[src/rtl/ins_fetch_pipe_pkg.sv]
// Shared fetch-stage constants and PC helpers.
package ifetch_pkg;

  localparam logic [5:0] OP_J   = 6'b000010;
  localparam logic [5:0] OP_JAL = 6'b000011;  // reserved, not handled by fetch

  // Sequential next PC; wraps naturally at the top of the address space.
  function automatic logic [31:0] pc_plus4(input logic [31:0] pc);
    return pc + 32'd4;
  endfunction

  // J-format target: region bits from the delay-free pc4, word index from the instruction.
  function automatic logic [31:0] jump_target(input logic [31:0] pc4, input logic [31:0] instr);
    return {pc4[31:28], instr[25:0], 2'b00};
  endfunction

endpackage

[src/rtl/ins_fetch_pipe_if.sv]
// Fetch-stage bus: execute redirect, instruction memory port, decode handshake.
interface ins_fetch_pipe_if #(parameter int ADDR_W = 32);
  logic              redirect;
  logic [ADDR_W-1:0] redirect_pc;
  logic              imem_req;
  logic [ADDR_W-3:0] imem_addr;
  logic [31:0]       imem_rdata;
  logic              if_valid;
  logic              if_ready;
  logic [31:0]       if_instr;
  logic [ADDR_W-1:0] if_pc;
  logic [ADDR_W-1:0] if_pc4;

  modport master (
    input  redirect, redirect_pc, imem_rdata, if_ready,
    output imem_req, imem_addr, if_valid, if_instr, if_pc, if_pc4
  );

  modport slave (
    output redirect, redirect_pc, imem_rdata, if_ready,
    input  imem_req, imem_addr, if_valid, if_instr, if_pc, if_pc4
  );
endinterface

[src/rtl/ins_fetch_pipe_fifo.sv]
// Shift-register FIFO: entry 0 is always the head, so the head is a plain register.
module ifetch_fifo #(
  parameter int WIDTH = 64,
  parameter int DEPTH = 4
) (
  input  logic                         clk,
  input  logic                         reset,
  input  logic                         push,
  input  logic [WIDTH-1:0]             din,
  input  logic                         pop,
  input  logic                         clear,
  output logic [$clog2(DEPTH+1)-1:0]   count,
  output logic                         valid,
  output logic [WIDTH-1:0]             head
);
  localparam int CW = $clog2(DEPTH+1);

  logic [DEPTH-1:0][WIDTH-1:0] mem;
  logic                        pop_ok;
  logic [CW-1:0]               wr_idx;

  assign pop_ok = pop && (count != '0);
  // After a same-cycle pop everything slides down one slot, so the write lands one lower.
  assign wr_idx = count - CW'(pop_ok);
  assign valid  = (count != '0);
  assign head   = mem[0];

  // Storage shift/write and occupancy; clear only drops occupancy.
  always_ff @(posedge clk or negedge reset) begin
    if (!reset) begin
      count <= '0;
      mem   <= '0;
    end else if (clear) begin
      count <= '0;
    end else begin
      if (pop_ok)
        for (int i = 0; i < DEPTH-1; i++) mem[i] <= mem[i+1];
      for (int i = 0; i < DEPTH; i++)
        if (push && (wr_idx == CW'(i))) mem[i] <= din;
      count <= count + CW'(push) - CW'(pop_ok);
    end
  end
endmodule

[src/rtl/ins_fetch_pipe.sv]
// Decoupled instruction fetch: PC sequencing, epoch-tagged 1-cycle memory reads,
// credit-limited FIFO toward decode, external redirect and early J redirect.
module ins_fetch_pipe
  import ifetch_pkg::*;
#(
  parameter int                ADDR_W     = 32,
  parameter int                DEPTH      = 4,
  parameter logic [ADDR_W-1:0] RESET_PC   = '0,
  parameter bit                EARLY_JUMP = 1'b1
) (
  input  logic             clk,
  input  logic             reset,
  ins_fetch_pipe_if.master bus
);
  localparam int CW = $clog2(DEPTH+1);
  localparam int FW = 32 + ADDR_W;

  logic [ADDR_W-1:0] pc, req_pc, jmp_pc, head_pc;
  logic              epoch, req_epoch, inflight;
  logic              rsp_ok, take_j, issue, fifo_valid;
  logic [CW-1:0]     count;
  logic [FW-1:0]     head;
  logic [31:0]       head_instr;

  // A response is kept only if its epoch is current and no redirect flushes it this cycle.
  assign rsp_ok = inflight && (req_epoch == epoch) && !bus.redirect;
  assign take_j = EARLY_JUMP && rsp_ok && (bus.imem_rdata[31:26] == OP_J);
  // Credits count the response still in flight; a pop frees its slot only next cycle.
  assign issue  = reset && !bus.redirect && !take_j &&
                  ((32'(count) + 32'(inflight)) < DEPTH);
  assign jmp_pc = ADDR_W'(jump_target(pc_plus4(32'(req_pc)), bus.imem_rdata));

  assign bus.imem_req  = issue;
  assign bus.imem_addr = pc[ADDR_W-1:2];

  ifetch_fifo #(.WIDTH(FW), .DEPTH(DEPTH)) u_fifo (
    .clk   (clk),
    .reset (reset),
    .push  (rsp_ok),
    .din   ({bus.imem_rdata, req_pc}),
    .pop   (bus.if_valid && bus.if_ready && !bus.redirect),
    .clear (bus.redirect),
    .count (count),
    .valid (fifo_valid),
    .head  (head)
  );

  assign {head_instr, head_pc} = head;
  assign bus.if_valid = fifo_valid;
  assign bus.if_instr = head_instr;
  assign bus.if_pc    = head_pc;
  assign bus.if_pc4   = fifo_valid ? ADDR_W'(pc_plus4(32'(head_pc))) : '0;

  // PC/epoch update: redirect beats early jump beats sequential advance.
  always_ff @(posedge clk or negedge reset) begin
    if (!reset) begin
      pc        <= RESET_PC;
      epoch     <= 1'b0;
      inflight  <= 1'b0;
      req_pc    <= '0;
      req_epoch <= 1'b0;
    end else begin
      inflight <= issue;
      if (issue) begin
        req_pc    <= pc;
        req_epoch <= epoch;
      end
      if (bus.redirect) begin
        pc    <= bus.redirect_pc & ~ADDR_W'(3);
        epoch <= ~epoch;
      end else if (take_j) begin
        pc    <= jmp_pc;
        epoch <= ~epoch;
      end else if (issue) begin
        pc    <= ADDR_W'(pc_plus4(32'(pc)));
      end
    end
  end
endmodule
[src/flat_wrapper.sv]
// flat-port wrapper written by rule: the top's interface ports become plain ports
module ins_fetch_pipe_flat import ifetch_pkg::*;
#(
  parameter int                ADDR_W     = 32,
  parameter int                DEPTH      = 4,
  parameter logic [ADDR_W-1:0] RESET_PC   = '0,
  parameter bit                EARLY_JUMP = 1'b1
)
  (clk, reset, bus_redirect, bus_redirect_pc, bus_imem_rdata, bus_if_ready, bus_imem_req, bus_imem_addr, bus_if_valid, bus_if_instr, bus_if_pc, bus_if_pc4);
  ins_fetch_pipe_if #(.ADDR_W(ADDR_W)) bus_i ();
  input  logic clk;
  input  logic reset;
  input wire logic [$bits(bus_i.redirect)-1:0] bus_redirect;
  input wire logic [$bits(bus_i.redirect_pc)-1:0] bus_redirect_pc;
  input wire logic [$bits(bus_i.imem_rdata)-1:0] bus_imem_rdata;
  input wire logic [$bits(bus_i.if_ready)-1:0] bus_if_ready;
  output wire logic [$bits(bus_i.imem_req)-1:0] bus_imem_req;
  output wire logic [$bits(bus_i.imem_addr)-1:0] bus_imem_addr;
  output wire logic [$bits(bus_i.if_valid)-1:0] bus_if_valid;
  output wire logic [$bits(bus_i.if_instr)-1:0] bus_if_instr;
  output wire logic [$bits(bus_i.if_pc)-1:0] bus_if_pc;
  output wire logic [$bits(bus_i.if_pc4)-1:0] bus_if_pc4;
  assign bus_i.redirect = bus_redirect;
  assign bus_i.redirect_pc = bus_redirect_pc;
  assign bus_i.imem_rdata = bus_imem_rdata;
  assign bus_i.if_ready = bus_if_ready;
  assign bus_imem_req = bus_i.imem_req;
  assign bus_imem_addr = bus_i.imem_addr;
  assign bus_if_valid = bus_i.if_valid;
  assign bus_if_instr = bus_i.if_instr;
  assign bus_if_pc = bus_i.if_pc;
  assign bus_if_pc4 = bus_i.if_pc4;
  ins_fetch_pipe #(.ADDR_W(ADDR_W), .DEPTH(DEPTH), .RESET_PC(RESET_PC), .EARLY_JUMP(EARLY_JUMP)) u_core (.clk(clk), .reset(reset), .bus(bus_i));
endmodule
[config.mk]
export PLATFORM = sky130hd
export DESIGN_NAME = ins_fetch_pipe_flat
export DESIGN_NICKNAME = d
export VERILOG_FILES = /design/src/rtl/ins_fetch_pipe_pkg.sv /design/src/rtl/ins_fetch_pipe_if.sv /design/src/rtl/ins_fetch_pipe_fifo.sv /design/src/rtl/ins_fetch_pipe.sv /design/src/flat_wrapper.sv
export SDC_FILE = /design/constraint.sdc
export NUM_CORES = 1
export LEC_CHECK = 0
export ABC_AREA = 1
export CAP_MARGIN = 20
export CORE_AREA = 2 2 183 185
export CTS_CLUSTER_SIZE = 12
export DETAILED_ROUTE_END_ITERATION = 16
export DIE_AREA = 0 0 185 187
export GPL_ROUTABILITY_DRIVEN = 0
export GPL_TIMING_DRIVEN = 1
export PLACE_DENSITY = 0.76
export SETUP_SLACK_MARGIN = 0.3
export SLEW_MARGIN = 5
export SYNTH_ARGS = -nofsm -noshare
export SYNTH_HDL_FRONTEND = slang
export SYNTH_SLANG_ARGS = --single-unit
export TNS_END_PERCENT = 5
[constraint.sdc]
create_clock -name clk -period 2.82 [get_ports clk]
set_clock_uncertainty 0.1 [all_clocks]
set_input_delay 0.282 -clock clk [delete_from_list [all_inputs] [get_ports clk]]
set_output_delay 0.282 -clock clk [all_outputs]
set_load 0.005 [all_outputs]
==> out/results.tsv <==
metric	value	unit
wire_per_inst	16.0	µm
async_reset_ff_frac	1.00	
pre_cts_slack	0.0469	ns
detailed_place_hpwl	29500	µm
portBuffers	189	
crit_slowest_cell	clkdlybuf4s50_1	
path_delay_family	simple AND/OR/NAND/NOR gates	
remaining_drc_errors	0	
hold_viol	0	
diodes	0	
outcome	completed	
syn_area_per_cell	7.50	µm²
drive_gt1_frac	0.0961	
die_h	187	µm
path_class	register to primary output	
cts.sink_count	314	
cts_buffer_depth	3	
synth_flop_cell	dfrtp_1	
synth_warnings	0	
fmax	360	MHz
crit_start	u_core.u_fifo.head[2]	
design_area	20100	µm²
cp_max_fo	4	
crit_path_end_kind	primary output	
antenna_left	0	
fin_crit_sh	0.986	
fin_setup_tns	0	ns
grt_overflow	0	
critPathBufInv	2	
dr.pass1.iters	5	
crit_top_cell	nor2_4	
worstSkewPairLatency	0.53	ns
vdd_drop_max	413	µV
grt_antenna_before_repair	0	
path_clk_slew	0.06	ns
final_nets	2398	
required	2.44	ns
grt_pass1_vias	13800	
final_cell_mix	540 x nand2_1, 334 x nor2_1, 293 x dfrtp_1	
critPathMaxStageDelay	0.50	ns
core	32900	µm²
tightest_slew	0.836	ns
ys_seq_area_frac	0.477	
drt-total-wl	44700	µm
area_growth	21.8	%
cts_tree	yes	
ff2ff_setup_slack	0.27	ns
grt_start_max_net_pins	150	
synth.distinct_cells	37	
maxCapViolations	0	
ys_seq_elements	314	
power_density	904	nW/µm²
initial_utilization	0.501	
setup_viol	0	
final_common_cell	nand2_1	
via_per_inst	5.42	
root_buffer	clkbuf_16	
utilization	0.610	
synth_edf_count	0	
p_leak	9.22	nW
drtIter0Drc	1502	
vias	15100	
arrival	2.40	ns
grt_pass1_wl	71300	µm
grt_usage	0.253	
std_cell_rows	67	
h-tree-depth	2	
place_area	18500	µm²
fp.dieW	185	µm
die_area	34600	µm²
critPathLaunchType	register	
syn-cell-area	16500	µm²
worst_slack	0.0394	ns
io_pins	196	
cts_buffers	34	
syn_inst	2195	
max_slew_margin	0.442	
holdWs	0.0932	ns
layout_min_cycle_time	2.78	ns
rsz0062_at_grt	yes	
slew_viol_final	0	
worstReg2RegEnd	u_core.u_fifo.mem[167]	
min_path_type	input port to async pin	
r2r_cells	11	
path_depth	9	
crit_chain	buf_6 > nand3_2 > nor2_4 > nand2_4 > nor2_4 > nand2_1 > xor2_1 > nor2_1 > clkdlybuf4s50_1	
r2r_start	u_core.u_fifo.count[2]	
==> cell usage after synthesis, types with 3 or more instances <==
library cell / count / share of area
clkbuf_1: 50 / 0.011
buf_2: 39 / 0.012
buf_4: 92 / 0.042
nand2_1: 547 / 0.12
o21ai_1: 135 / 0.041
nand4_1: 10 / 0.0038
nand3_1: 48 / 0.015
inv_1: 132 / 0.030
inv_2: 4 / 0.00091
xor2_1: 19 / 0.010
ha_1: 8 / 0.0061
a21oi_4: 3 / 0.0030
xnor2_1: 5 / 0.0027
o21ai_0: 194 / 0.059
nand2_2: 5 / 0.0019
nor3_2: 3 / 0.0018
dfrtp_1: 314 / 0.48
nor2_1: 349 / 0.080
nor3_1: 13 / 0.0040
nor2_2: 3 / 0.0011
a21oi_1: 203 / 0.062
==> per-stage QoR <==
step	total power, mW	cells
final	18.1	2789
after global routing	19.4	2789
after CTS	17.9	2767
after detailed placement	13.6	2697
after global placement	13.3	2697
after floorplan	11.2	2198
==> repair_timing <==
action / 4_1_cts / 5_1_grt
hold endpoints to repair: 21 / 0
resized for setup: 70 / 51
gates cloned: 1 / 0
setup buffers: 12 / 21
setup endpoints to repair: 30 / 205
hold buffers: 1 / 0
pin swaps: 10 / 14
==> registers in the layout, indices dropped and copies added, names as in the netlist <==
register	cells
u_core.req_pc	30
u_core.inflight	1
u_core.req_epoch	1
u_core.u_fifo.head	62
u_core.pc	30
u_core.epoch	1
u_core.u_fifo.mem	186
u_core.u_fifo.count	3
==> area by class of cell <==
class / instances / area, µm²
repair inverters: 1 / 7.51
flip-flops and latches: 314 / 7880
repair buffers: 268 / 2710
multi-input cells: 1566 / 7370
clock buffers: 50 / 941
fillers: 2838 / 12800
clock inverters: 6 / 73.8
inverters: 136 / 517
well taps: 448 / 561
==> where the power goes <==
part,switching [mW],internal (mW)
registers,1.32,6.07
logic,3.63,2.92
clock network,1.78,2.41
==> worst max-delay path by stage <==
| stage | end | slack (ns) |
|---|---|---|
| floorplan | u_core.u_fifo.mem[174] | 0.26 |
| global placement | u_core.u_fifo.head[25] | 0.09 |
| detailed placement | u_core.u_fifo.head[25] | 0.05 |
| CTS | bus_if_pc4[28] | 0.09 |
| global route | bus_if_pc4[25] | -0.06 |
| finish | bus_if_pc4[25] | 0.04 |
==> logic make-up after synthesis <==
kind of cell,Yosys count,synth area share
AO/OA/AOI/OAI,539,0.166
XOR/XNOR,25,0.0138
adder cells (fa/ha/maj),9,0.00729
buffers and inverters,318,0.0969
flip-flops,314,0.477
other,1,0.000228
AND/OR/NAND/NOR,989,0.238
==> routing by layer <==
metal  track usage  up-vias  part of all wire
li1              -     7246                 -
met4        0.0653        0             0.025
met1         0.381     7101              0.45
met5             0        -                 0
met3        0.0376       81             0.078
met2         0.385      683              0.45
(Power assumes the default switching activity.)
